**config.mk**
```make
export PLATFORM = sky130hd
export DESIGN_NAME = msk_unmask_collect
export DESIGN_NICKNAME = d
export VERILOG_FILES = /design/src/rtl/msk_unmask_collect.sv
export SDC_FILE = /design/constraint.sdc
export NUM_CORES = 1
export LEC_CHECK = 0
export ABC_CLOCK_PERIOD_IN_PS = 1690
export CORE_ASPECT_RATIO = 1.75
export CORE_MARGIN = 2
export CORE_UTILIZATION = 35
export CTS_BUF_LIST = sky130_fd_sc_hd__clkbuf_2 sky130_fd_sc_hd__clkbuf_4 sky130_fd_sc_hd__clkbuf_8
export DETAILED_ROUTE_END_ITERATION = 7
export PLACE_DENSITY = 0.59
export SLEW_MARGIN = 20
export SYNTH_ARGS = -nofsm -noshare
export SYNTH_HDL_FRONTEND = slang
export SYNTH_SLANG_ARGS = --single-unit
```
**constraint.sdc**
```tcl
create_clock -name clk -period 1.69 [get_ports clk]
set_clock_uncertainty 0.1 [all_clocks]
set_input_delay 0.338 -clock clk [delete_from_list [all_inputs] [get_ports clk]]
set_output_delay 0.338 -clock clk [all_outputs]
set_load 0.01 [all_outputs]
```
**src/rtl/msk_unmask_collect.sv**
```systemverilog
// Output-side share recombiner for the masked AES datapath.
// Registers d-share columns, XOR-reduces them and collects NCOL words.
module msk_unmask_collect #(
  parameter int d    = 2,
  parameter int W    = 32,
  parameter int NCOL = 4
) (
  input  logic              clk,
  input  logic              syn_rst,
  input  logic              in_valid,
  output logic              in_ready,
  input  logic [W*d-1:0]    in_shares,
  output logic              out_valid,
  input  logic              out_ready,
  output logic [W*NCOL-1:0] out_data
);

  localparam int CW = $clog2(NCOL + 1);
  localparam int IW = $clog2(NCOL);

  localparam logic [CW-1:0] FULL_CNT = CW'(NCOL);
  localparam logic [IW-1:0] LAST_IDX = IW'(NCOL - 1);

  logic [CW-1:0]            acc_cnt_q, acc_cnt_d;
  logic [W*d-1:0]           sh_reg_q, sh_reg_d;
  logic [IW-1:0]            wr_idx_q, wr_idx_d;
  logic                     sh_vld_q, sh_vld_d;
  logic [NCOL-1:0][W-1:0]   buf_q, buf_d;
  logic                     ov_q, ov_d;

  logic                     accept;
  logic                     drain;
  logic [W-1:0]             word;

  assign in_ready  = (acc_cnt_q < FULL_CNT);
  assign accept    = in_valid & in_ready;
  assign drain     = ov_q & out_ready;
  assign out_valid = ov_q;

  // Unmasked words only leave the block once it is complete.
  assign out_data  = ov_q ? buf_q : '0;

  // Recombine the registered shares of each bit into the plain word.
  always_comb begin
    word = '0;
    for (int i = 0; i < W; i++) begin
      for (int j = 0; j < d; j++) begin
        word[i] = word[i] ^ sh_reg_q[i*d+j];
      end
    end
  end

  // Next-state: capture shares, write recombined slot, flag full, drain.
  always_comb begin
    acc_cnt_d = acc_cnt_q;
    sh_reg_d  = sh_reg_q;
    wr_idx_d  = wr_idx_q;
    sh_vld_d  = 1'b0;
    buf_d     = buf_q;
    ov_d      = ov_q;

    if (accept) begin
      acc_cnt_d = acc_cnt_q + CW'(1);
      sh_reg_d  = in_shares;
      wr_idx_d  = acc_cnt_q[IW-1:0];
      sh_vld_d  = 1'b1;
    end

    if (sh_vld_q) begin
      buf_d[wr_idx_q] = word;
      if (wr_idx_q == LAST_IDX) begin
        ov_d = 1'b1;
      end
    end

    if (drain) begin
      acc_cnt_d = '0;
      ov_d      = 1'b0;
      buf_d     = '0;
    end
  end

  // State registers, synchronously cleared.
  always_ff @(posedge clk) begin
    if (syn_rst) begin
      acc_cnt_q <= '0;
      sh_reg_q  <= '0;
      wr_idx_q  <= '0;
      sh_vld_q  <= 1'b0;
      buf_q     <= '0;
      ov_q      <= 1'b0;
    end else begin
      acc_cnt_q <= acc_cnt_d;
      sh_reg_q  <= sh_reg_d;
      wr_idx_q  <= wr_idx_d;
      sh_vld_q  <= sh_vld_d;
      buf_q     <= buf_d;
      ov_q      <= ov_d;
    end
  end

endmodule

```
==> out/metrics.cfg, run 1 <==
[sta]
relSlewSlack=0.5369
report.final.hold_viol_count=0
drv_slew=0
rsz0062_at_grt=yes
timing.setup.tns_ns=-24.05
fin_worst_hold_slack_ns=0.2358
fin_crit_ns=1.936
max_freq_mhz=516.6
worst_slack_ns=-0.2457
layout_worst_path_cycle_share=1.145
timing.final.setup_violations=168
worst_pin_slew_ns=0.6897

[setup_path]
critical_path_launch_point_type=flop
cp_common_cell=sky130_fd_sc_hd__buf_6
path_class=flop to output pin
critical_path_peak_fanout=8
crit_path_max_incr_delay_ns=0.37
worst_r2r_path_depth=7
regToRegStartpoint=out_valid$_SDFFE_PP0P_
worst-endpoint-required_ns=1.25
r2r-end=buf_q[45]$_SDFFE_PP0P_
cp-end-kind=output pin
max_stage_delay_cell_worst_path=sky130_fd_sc_hd__dfxtp_4
path_cells=buf_6, buf_6, clkbuf_16, and2_4, buf_6
reg2reg_setup_slack_ns=-0.04
worstPathArrival_ns=1.50

[place]
dpl_worst_slack_ns=-0.08906
globalplace.congestion=0.7323
io_buffer_count=197
post-dp-hpwl_mm=15.45
dpl.cell_count=1353
dpl_cell_area_um2=10290

[synthesis]
synth-main-ff-cell=sky130_fd_sc_hd__dfxtp_1
synth-async-reset-ratio=0
synth_area_leaders=sky130_fd_sc_hd__dfxtp_1, sky130_fd_sc_hd__a211oi_1, sky130_fd_sc_hd__and2_1
library_cell_with_the_largest_summed_area_after_synthesis=sky130_fd_sc_hd__dfxtp_1
synthesis.instances=913
postSynthNetCount=982
netlist_cell_types=21
flip_flop_and_latch_count_after_synthesis=199
synth_enable_flop_cells=0
yosys-top-cells-count=sky130_fd_sc_hd__dfxtp_1, sky130_fd_sc_hd__nand2_1, sky130_fd_sc_hd__nor2_1
postSynthAreaPerCell_um2=8.686
netlist.area_leader.share=0.5024
netlist_area_um2=7930
yosysSeqAreaShare=0.5024
synth.most_common_cell=sky130_fd_sc_hd__dfxtp_1
warnings_from_yosys=0

[cts]
tritoncts_clock_tree=yes
clock_tree.htree_level_count=4
max-clock-path-buffers=2
post_cts_hold_buffer_count=0
num_cts_buffers=17
clock_sinks=199
cts.reportedPaths.clkPinSlew_ns=0.10
clock_insertion_delay_worst_skew_ns=0.46
cts_root_cell=sky130_fd_sc_hd__clkbuf_8

[pwr]
p_int_mw=6.435
worst_ir_drop_vdd_mv=0.4706
comb_power_share=0.107
switchingPower_mw=2.427
totalPowerFinal_mw=8.862
pwr_density_cell_nw_per_um2=789.2
power.clock.fraction=0.331
static-leakage-power_nw=4.231
sw_frac_of_total=0.2738
seq_power_share=0.562

[floorplanning]
rows=72
initial_core_util=0.3578
floorplan.die_area_um2=23930
io_pins=198
dieHeight_um=203.1
core_um2=22160
die_w_um=117.8

[worst_hold_path]
sink_of_the_worst_hold_path=buf_q[96]$_SDFFE_PP0P_
timing.hold.worst.class=input port to flop
min_delay_startpoint=syn_rst
worstHoldPathCells=3

[cells_and_area]
layout-drive-gt1-share=0.3183
final_core_utilization=0.5067
post_layout_inst_area_um2=11230
fin_nets=1168
final-instance-count-excl-fill=1409
area_growth_pct=41.61

[global_routing]
grt_remaining_overflow=0
grt_pass1_wl_mm=34.60
vias_in_the_first_global_route=6426
antenna_found_initial=1
grtUsageTotal=0.1843
largest_net_degree_at_the_start_of_global_routing=68

[run_status]
violated_checks=negative setup slack
run_status=complete, but fails checks

[route]
antenna_violating_nets_post_route=0
dr.first_iter.drc_count=240
drt-wirelength-per-cell_um=17.01
dr.pass1.iters=4
remaining_drc_errors=0
mean_number_of_vias_per_cell=4.829
vias=6804
routed_wirelength_mm=23.97

[flow_run]
max_cap_violations=0

## what timing repair did
item | 4_1_cts | 5_1_grt
cloned | 0 | 12
setup buffers | 0 | 12
setup endpoints to repair | 130 | 130
hold endpoints to repair | 0 | 0
pin swaps | 0 | 2
gates resized for setup | 185 | 423
## critical path: cells and delay by family, from the launching register on
family        cells  cell delay (ns)
flops             1             0.37
buf+inv           4             0.51
simple gates      1             0.15
## power by group through the flow
| stage | registers (mW) | clock network, mW | logic [mW] |
|---|---|---|---|
| finish | 4.98 | 2.94 | 0.945 |
| global route | 5.00 | 3.19 | 1.05 |
| CTS | 4.98 | 3.03 | 0.869 |
| detailed placement | 5.09 | 0 | 0.867 |
| global placement | 5.08 | 0 | 0.857 |
| floorplan | 5.05 | 0 | 0.522 |
## metal layers
metal | vias up | GRT usage | wire (µm)
li1 | 3394 | - | -
met5 | - | 0 | 0
met2 | 154 | 0.3447 | 13170
met3 | 42 | 0.03090 | 736
met1 | 3214 | 0.2038 | 9284
met4 | 0 | 0.07702 | 778
## worst max path at each step
| stage | startpoint | end | slack (ns) | cells after the start |
|---|---|---|---|---|
| 2_1_floorplan | out_valid$_SDFFE_PP0P_ | out_data[0] | 0.18 | 3 |
| 3_3_place_gp | out_valid$_SDFFE_PP0P_ | out_data[17] | -0.08 | 3 |
| 3_5_place_dp | in_valid | sh_reg_q[42]$_SDFFE_PP0P_ | -0.09 | 6 |
| 4_1_cts | out_valid$_SDFFE_PP0P_ | out_data[68] | -0.57 | 3 |
| 5_1_grt | out_valid$_SDFFE_PP0P_ | out_data[15] | -0.29 | 5 |
| 6_report | out_valid$_SDFFE_PP0P_ | out_data[123] | -0.25 | 5 |
## layout make-up
type	count	area, µm²
timing repair buffer	248	2486
clock buffer	19	261.5
antenna	1	2.502
inverter	1	3.754
multi-input combinational	632	4005
fill	2208	10930
clock inverter	13	111.4
tap	296	370.4
sequential	199	3989
## placed cells by master (no fill, tap or decap), drive strengths merged, types with 4 or more instances in the layout
master	n
dfxtp	199
and2	128
nor2	133
a211oi	128
xnor2	33
a21oi	68
clkinv	4
clkbuf	84
nand2	134
clkdlybuf4s50	66
buf	116
inv	8
## kinds of logic (layout without fill, tap and decap cells)
| group | Yosys count | in the layout | synth area share |
|---|---|---|---|
| flip-flops | 199 | 199 | 0.5024 |
| AND/OR/NAND/NOR | 401 | 401 | 0.2335 |
| other | 0 | 1 | 0 |
| XOR/XNOR | 33 | 33 | 0.03645 |
| buffers and inverters | 82 | 281 | 0.05854 |
| adder cells (fa/ha/maj) | 1 | 1 | 0.001578 |
| AO/OA/AOI/OAI | 197 | 197 | 0.1676 |
## state kept, by name (all words and copies together), names as in the netlist
name       cells
buf_q        128
out_valid      1
sh_reg_q      64
acc_cnt_q      3
wr_idx_q       2
sh_vld_q       1
Note: power is estimated with default switching activity, not from simulation.
==> inputs of run 2 (changes only) <==
Settings changed: ABC_AREA set to 1, PLACE_DENSITY 0.59 to 0.58.
==> out/metrics.cfg, run 2 <==
[global_routing]
largest_net_degree_at_the_start_of_global_routing=66
grt_most_used_layer=met2
grtUsageTotal=0.1798
vias_in_the_first_global_route=8214
global_route.usage.met3=0.03242
grtUsageMet1=0.1920
grt_util_met2=0.3378
antenna_found_initial=2
grt_pass1_wl_mm=39.50
grt_remaining_overflow=0

[synthesis]
synthesis.instances=1553
netlist.area_leader.share=0.4294
synth-async-reset-ratio=0
netlist_cell_types=20
yosys-top-cells-count=sky130_fd_sc_hd__nand2_1, sky130_fd_sc_hd__nor2_1, sky130_fd_sc_hd__inv_1
warnings_from_yosys=0
postSynthAreaPerCell_um2=5.974
yosysSeqAreaShare=0.4294
netlist_area_um2=9278
flip_flop_and_latch_count_after_synthesis=199
library_cell_with_the_largest_summed_area_after_synthesis=sky130_fd_sc_hd__dfxtp_1
synth-main-ff-cell=sky130_fd_sc_hd__dfxtp_1
synth_area_leaders=sky130_fd_sc_hd__dfxtp_1, sky130_fd_sc_hd__nand2_1, sky130_fd_sc_hd__nor2_1
postSynthNetCount=1622
synth.most_common_cell=sky130_fd_sc_hd__nand2_1
synth_enable_flop_cells=0

[route]
remaining_drc_errors=0
antenna_violating_nets_post_route=0
dr.first_iter.drc_count=361
mean_number_of_vias_per_cell=4.260
vias=8937
routed_wirelength_mm=26.18
dr.pass1.iters=4
drt-wirelength-per-cell_um=12.48

[run_status]
run_status=complete, but fails checks
violated_checks=negative setup slack

[setup_path]
path_cells=buf_8, buf_12, buf_6, buf_6, nand2_2, inv_2, buf_6
crit_path_max_incr_delay_ns=0.39
path_class=flop to output pin
cp_common_cell=sky130_fd_sc_hd__buf_6
critical_path_launch_point_type=flop
worst-path-buf-inv=6
crit_family=buffers and inverters
worst-endpoint-required_ns=1.25
cp-end-kind=output pin
critical_path_peak_fanout=6
worstPathArrival_ns=1.61
max_stage_delay_cell_worst_path=sky130_fd_sc_hd__dfxtp_4

[sta]
timing.final.setup_violations=128
fin_crit_ns=2.047
report.final.hold_viol_count=0
drv_slew=0
worst_pin_slew_ns=0.3071
layout_worst_path_cycle_share=1.212
worst_slack_ns=-0.3574
max_freq_mhz=488.4
relSlewSlack=0.7953
rsz0062_at_grt=yes
fin_worst_hold_slack_ns=0.3304

[cts]
tritoncts_clock_tree=yes
clock_tree.htree_level_count=4
cts_root_cell=sky130_fd_sc_hd__clkbuf_8
cts.reportedPaths.clkPinSlew_ns=0.10
clock_insertion_delay_worst_skew_ns=0.50
clock_sinks=199
num_cts_buffers=17
max-clock-path-buffers=2

[pwr]
static-leakage-power_nw=8.114
sw_frac_of_total=0.2639
seq_power_share=0.541
pwr_density_cell_nw_per_um2=717.2
worst_ir_drop_vdd_mv=0.4922
comb_power_share=0.121
switchingPower_mw=2.491
p_int_mw=6.949
power.clock.fraction=0.338

[cells_and_area]
fin_nets=1832
num-fill-cells=2597
final-instance-count-excl-fill=2098
max_ffs_per_register=128
most_common_cell_after_layout_fill_and_taps_aside=sky130_fd_sc_hd__nand2_1
largest-register=buf_q
area_growth_pct=41.87
final_cell_mix=sky130_fd_sc_hd__nand2_1, sky130_fd_sc_hd__nor2_1, sky130_fd_sc_hd__inv_1
layout-drive-gt1-share=0.2247
top_regs=buf_q x128, sh_reg_q x64, acc_cnt_q x3

[place]
dpl_worst_slack_ns=-0.1332
globalplace.congestion=0.7691
io_buffer_count=197
dpl.cell_count=2027
post-dp-hpwl_mm=17.19

[floorplanning]
floorplan.die_area_um2=27880
rows=78
dieHeight_um=219.4
die_w_um=127.1
initial_core_util=0.3574
core_um2=25960
io_pins=198

[flow_run]
max_cap_violations=0

[worst_hold_path]
timing.hold.worst.class=input port to flop

[run 2: cell types whose count changed in the layout (fill, tap and decap cells not counted), sizes merged, moves of 66 or more]
cell / change
nand2: +351
inv: +320
a211oi: -128
o21ai: +66
and2: -128
nor2: +260
[run 2: what timing repair did]
item,CTS,global route
setup buffers,5,22
setup endpoints to repair,130,130
gates cloned,1,11
hold buffers,0,0
pin swaps,0,5
resized for setup,289,528
[run 2: cell families after synthesis]
logic type / Yosys count / share of synthesized area
adder cells (fa/ha/maj): 1 / 0.001348
flip-flops: 199 / 0.4294
AO/OA/AOI/OAI: 70 / 0.03816
buffers and inverters: 402 / 0.1721
AND/OR/NAND/NOR: 881 / 0.3590
[run 2: worst min-delay path, delay by kind of cell]
| family | cells | cell delay [ns] |
|---|---|---|
| AOI/OAI and AO/OA | 1 | 0.12 |
| buffers and inverters | 1 | 0.39 |
| and+or+nand+nor | 1 | 0.04 |
[run 2: layer usage]
| metal | up-vias | part of all wire |
|---|---|---|
| li1 | 4788 | - |
| met4 | 0 | 0.034 |
| met3 | 42 | 0.037 |
| met2 | 174 | 0.53 |
| met5 | - | 0 |
| met1 | 3933 | 0.40 |
[run 2: final timing paths]
| path | start | to | slack (ns) | cells past startpoint |
|---|---|---|---|---|
| worst min-delay path | in_shares[42] | sh_reg_q[42]$_SDFFE_PP0P_ | 0.33 | 3 |
| worst min register to register | acc_cnt_q[0]$_SDFFE_PP0P_ | acc_cnt_q[0]$_SDFFE_PP0P_ | 0.40 | 2 |
| worst max register to register | out_valid$_SDFFE_PP0P_ | buf_q[82]$_SDFFE_PP0P_ | 0.04 | 8 |
| worst max-delay path | out_valid$_SDFFE_PP0P_ | out_data[123] | -0.36 | 7 |
[run 2: power groups by stage]
stage	Combinational, mW	Sequential [mW]	Clock [mW]
floorplan	0.701	5.14	0
global placement	1.10	5.18	0
detailed placement	1.12	5.19	0
CTS	1.13	5.08	3.30
global route	1.31	5.14	3.45
finish	1.14	5.11	3.19
[run 2: area by class of cell]
class	instances	area, µm²	area share
multi-input combinational	952	4213	0.3201
sequential	199	3988	0.3029
timing repair buffer	265	2907	0.2208
inverter	328	1239	0.09411
tap	320	400.4	0.03042
clock buffer	25	319.1	0.02424
clock inverter	7	92.59	0.007034
antenna	2	5.005	0.0003802
[run 2: per-stage QoR]
step           utilization  setup TNS, ns  power (mW)  cell area (µm²)
3_5_place_dp        0.4547         -5.742       6.308            11800
3_3_place_gp        0.4547         -5.360       6.283            11800
2_1_floorplan            -              0       5.839             9278
6_report            0.5070         -31.28       9.440            13160
5_1_grt             0.5070         -43.24       9.909            13160
4_1_cts             0.4718         -50.60       9.511            12250
==> inputs of run 3 (changes only) <==
Settings changed: CORE_MARGIN 2 to 3, CTS_CLUSTER_SIZE set to 20.
==> out/metrics.cfg, run 3 (synthesis gave the netlist of run 2 again) <==
[cells_and_area]
antenna_cells_inserted=0
layout-drive-gt1-share=0.1987
num-fill-cells=2607
most_common_cell_after_layout_fill_and_taps_aside=sky130_fd_sc_hd__nand2_1
final_core_utilization=0.5064
final_cell_mix=sky130_fd_sc_hd__nand2_1, sky130_fd_sc_hd__nor2_1, sky130_fd_sc_hd__inv_1
largest-register=buf_q
fin_nets=1838
top_regs=buf_q x128, sh_reg_q x64, acc_cnt_q x3
area_growth_pct=42.24
max_ffs_per_register=128

[global_routing]
vias_in_the_first_global_route=8239
grtUsageTotal=0.1764
largest_net_degree_at_the_start_of_global_routing=42
antenna_found_initial=0
grt_pass1_wl_mm=40.43
grt_remaining_overflow=0

[setup_path]
worst-endpoint-required_ns=1.25
max_stage_delay_cell_worst_path=sky130_fd_sc_hd__dfxtp_4
cp-end-kind=output pin
critical_path_launch_point_type=flop
crit_family=buffers and inverters
critical_path_peak_fanout=7
path_class=flop to output pin
path_cells=buf_12, clkbuf_16, buf_8, nand2_4, inv_2, buf_6
worstPathArrival_ns=1.54
worst-path-buf-inv=5
crit_path_max_incr_delay_ns=0.40

[route]
dr.pass1.iters=5
antenna_violating_nets_post_route=0
routed_wirelength_mm=26.41
mean_number_of_vias_per_cell=4.278
remaining_drc_errors=0
dr.first_iter.drc_count=475
vias=8992
drt-wirelength-per-cell_um=12.56

[pwr]
totalPowerFinal_mw=9.361
power.clock.fraction=0.331
sw_frac_of_total=0.2640
pwr_density_cell_nw_per_um2=709.3
worst_ir_drop_vdd_mv=0.4540
comb_power_share=0.124
p_int_mw=6.889
switchingPower_mw=2.472
seq_power_share=0.545
static-leakage-power_nw=8.363

[place]
post-dp-hpwl_mm=17.46
io_buffer_count=197
globalplace.congestion=0.7823
dpl_worst_slack_ns=-0.1106

[floorplanning]
rows=78
initial_core_util=0.3560
die_w_um=129.1
io_pins=198
core_um2=26060
floorplan.die_area_um2=28570
dieHeight_um=221.4

[sta]
rsz0062_at_grt=yes
worst_pin_slew_ns=0.4295
drv_slew=0
timing.final.setup_violations=250
max_freq_mhz=506.8
worst_slack_ns=-0.2831
fin_crit_ns=1.973
report.final.hold_viol_count=0
relSlewSlack=0.7137
fin_worst_hold_slack_ns=0.3558
layout_worst_path_cycle_share=1.167

[cts]
clock_tree.htree_level_count=4
cts_root_cell=sky130_fd_sc_hd__clkbuf_8
clock_insertion_delay_worst_skew_ns=0.48
num_cts_buffers=17
post_cts_hold_buffer_count=0
max-clock-path-buffers=2
cts.reportedPaths.clkPinSlew_ns=0.10
clock_sinks=199
tritoncts_clock_tree=yes

[run_status]
violated_checks=negative setup slack
run_status=complete, but fails checks

[worst_hold_path]
timing.hold.worst.class=input port to flop

[flow_run]
max_cap_violations=0

## run 3: cell count changes in the layout (fill, tap and decap cells not counted), sizes merged
cell          before  now
buf              181  152
clkbuf            41   43
clkinv             2    7
clkinvlp           3    0
diode              2    0
dlymetal6s2s       1   32
## run 3: path summary, 6_finish.rpt
path	slack, ns	from	cells past startpoint	endpoint
worst max-delay path	-0.28	out_valid$_SDFFE_PP0P_	6	out_data[115]
worst min-delay path	0.36	in_shares[54]	3	sh_reg_q[54]$_SDFFE_PP0P_
worst max register to register	-0.11	out_valid$_SDFFE_PP0P_	9	buf_q[112]$_SDFFE_PP0P_
worst min register to register	0.40	sh_reg_q[14]$_SDFFE_PP0P_	2	sh_reg_q[14]$_SDFFE_PP0P_
## run 3: area by class of cell
type / count / area [µm²] / area share
clock buffers: 23 / 297.8 / 0.02257
clock inverters: 9 / 98.84 / 0.007490
inverters: 328 / 1239 / 0.09387
multi-input cells: 952 / 4088 / 0.3098
flip-flops and latches: 199 / 3988 / 0.3022
well taps: 320 / 400.4 / 0.03034
repair buffers: 271 / 3085 / 0.2338
## run 3: worst min-delay path, stage by stage
cell	delay [ns]
sky130_fd_sc_hd__clkdlybuf4s50_1	0.39
sky130_fd_sc_hd__o21ai_1	0.13
sky130_fd_sc_hd__nor2_1	0.04
## run 3: per-layer routing
metal | track usage | routed length (µm)
met5 | 0 | 0
met1 | 0.1995 | 10890
met2 | 0.3274 | 13930
met3 | 0.02850 | 881
met4 | 0.06002 | 704
## run 3: what timing repair did
action                     4_1_cts  5_1_grt
gates resized for setup        145      495
setup endpoints to repair      130      130
setup buffers                    0       32
cloned                           0       12
pin swaps                        0        5
## run 3: power groups by stage
stage,Sequential (mW),Combinational (mW),Clock [mW]
finish,5.10,1.16,3.10
global placement,5.18,1.11,0
CTS,5.08,1.13,3.22
global route,5.13,1.34,3.40
floorplan,5.14,0.701,0
detailed placement,5.19,1.12,0
## run 3: stage by stage
step / instances / instance area, µm² / TNS (ns)
after global routing: 2102 / 13200 / -54.55
after CTS: 2058 / 12120 / -61.41
after global placement: 2026 / 11760 / -6.707
after floorplan: 1553 / 9278 / 0
final: 2102 / 13200 / -33.27
after detailed placement: 2026 / 11760 / -10.05
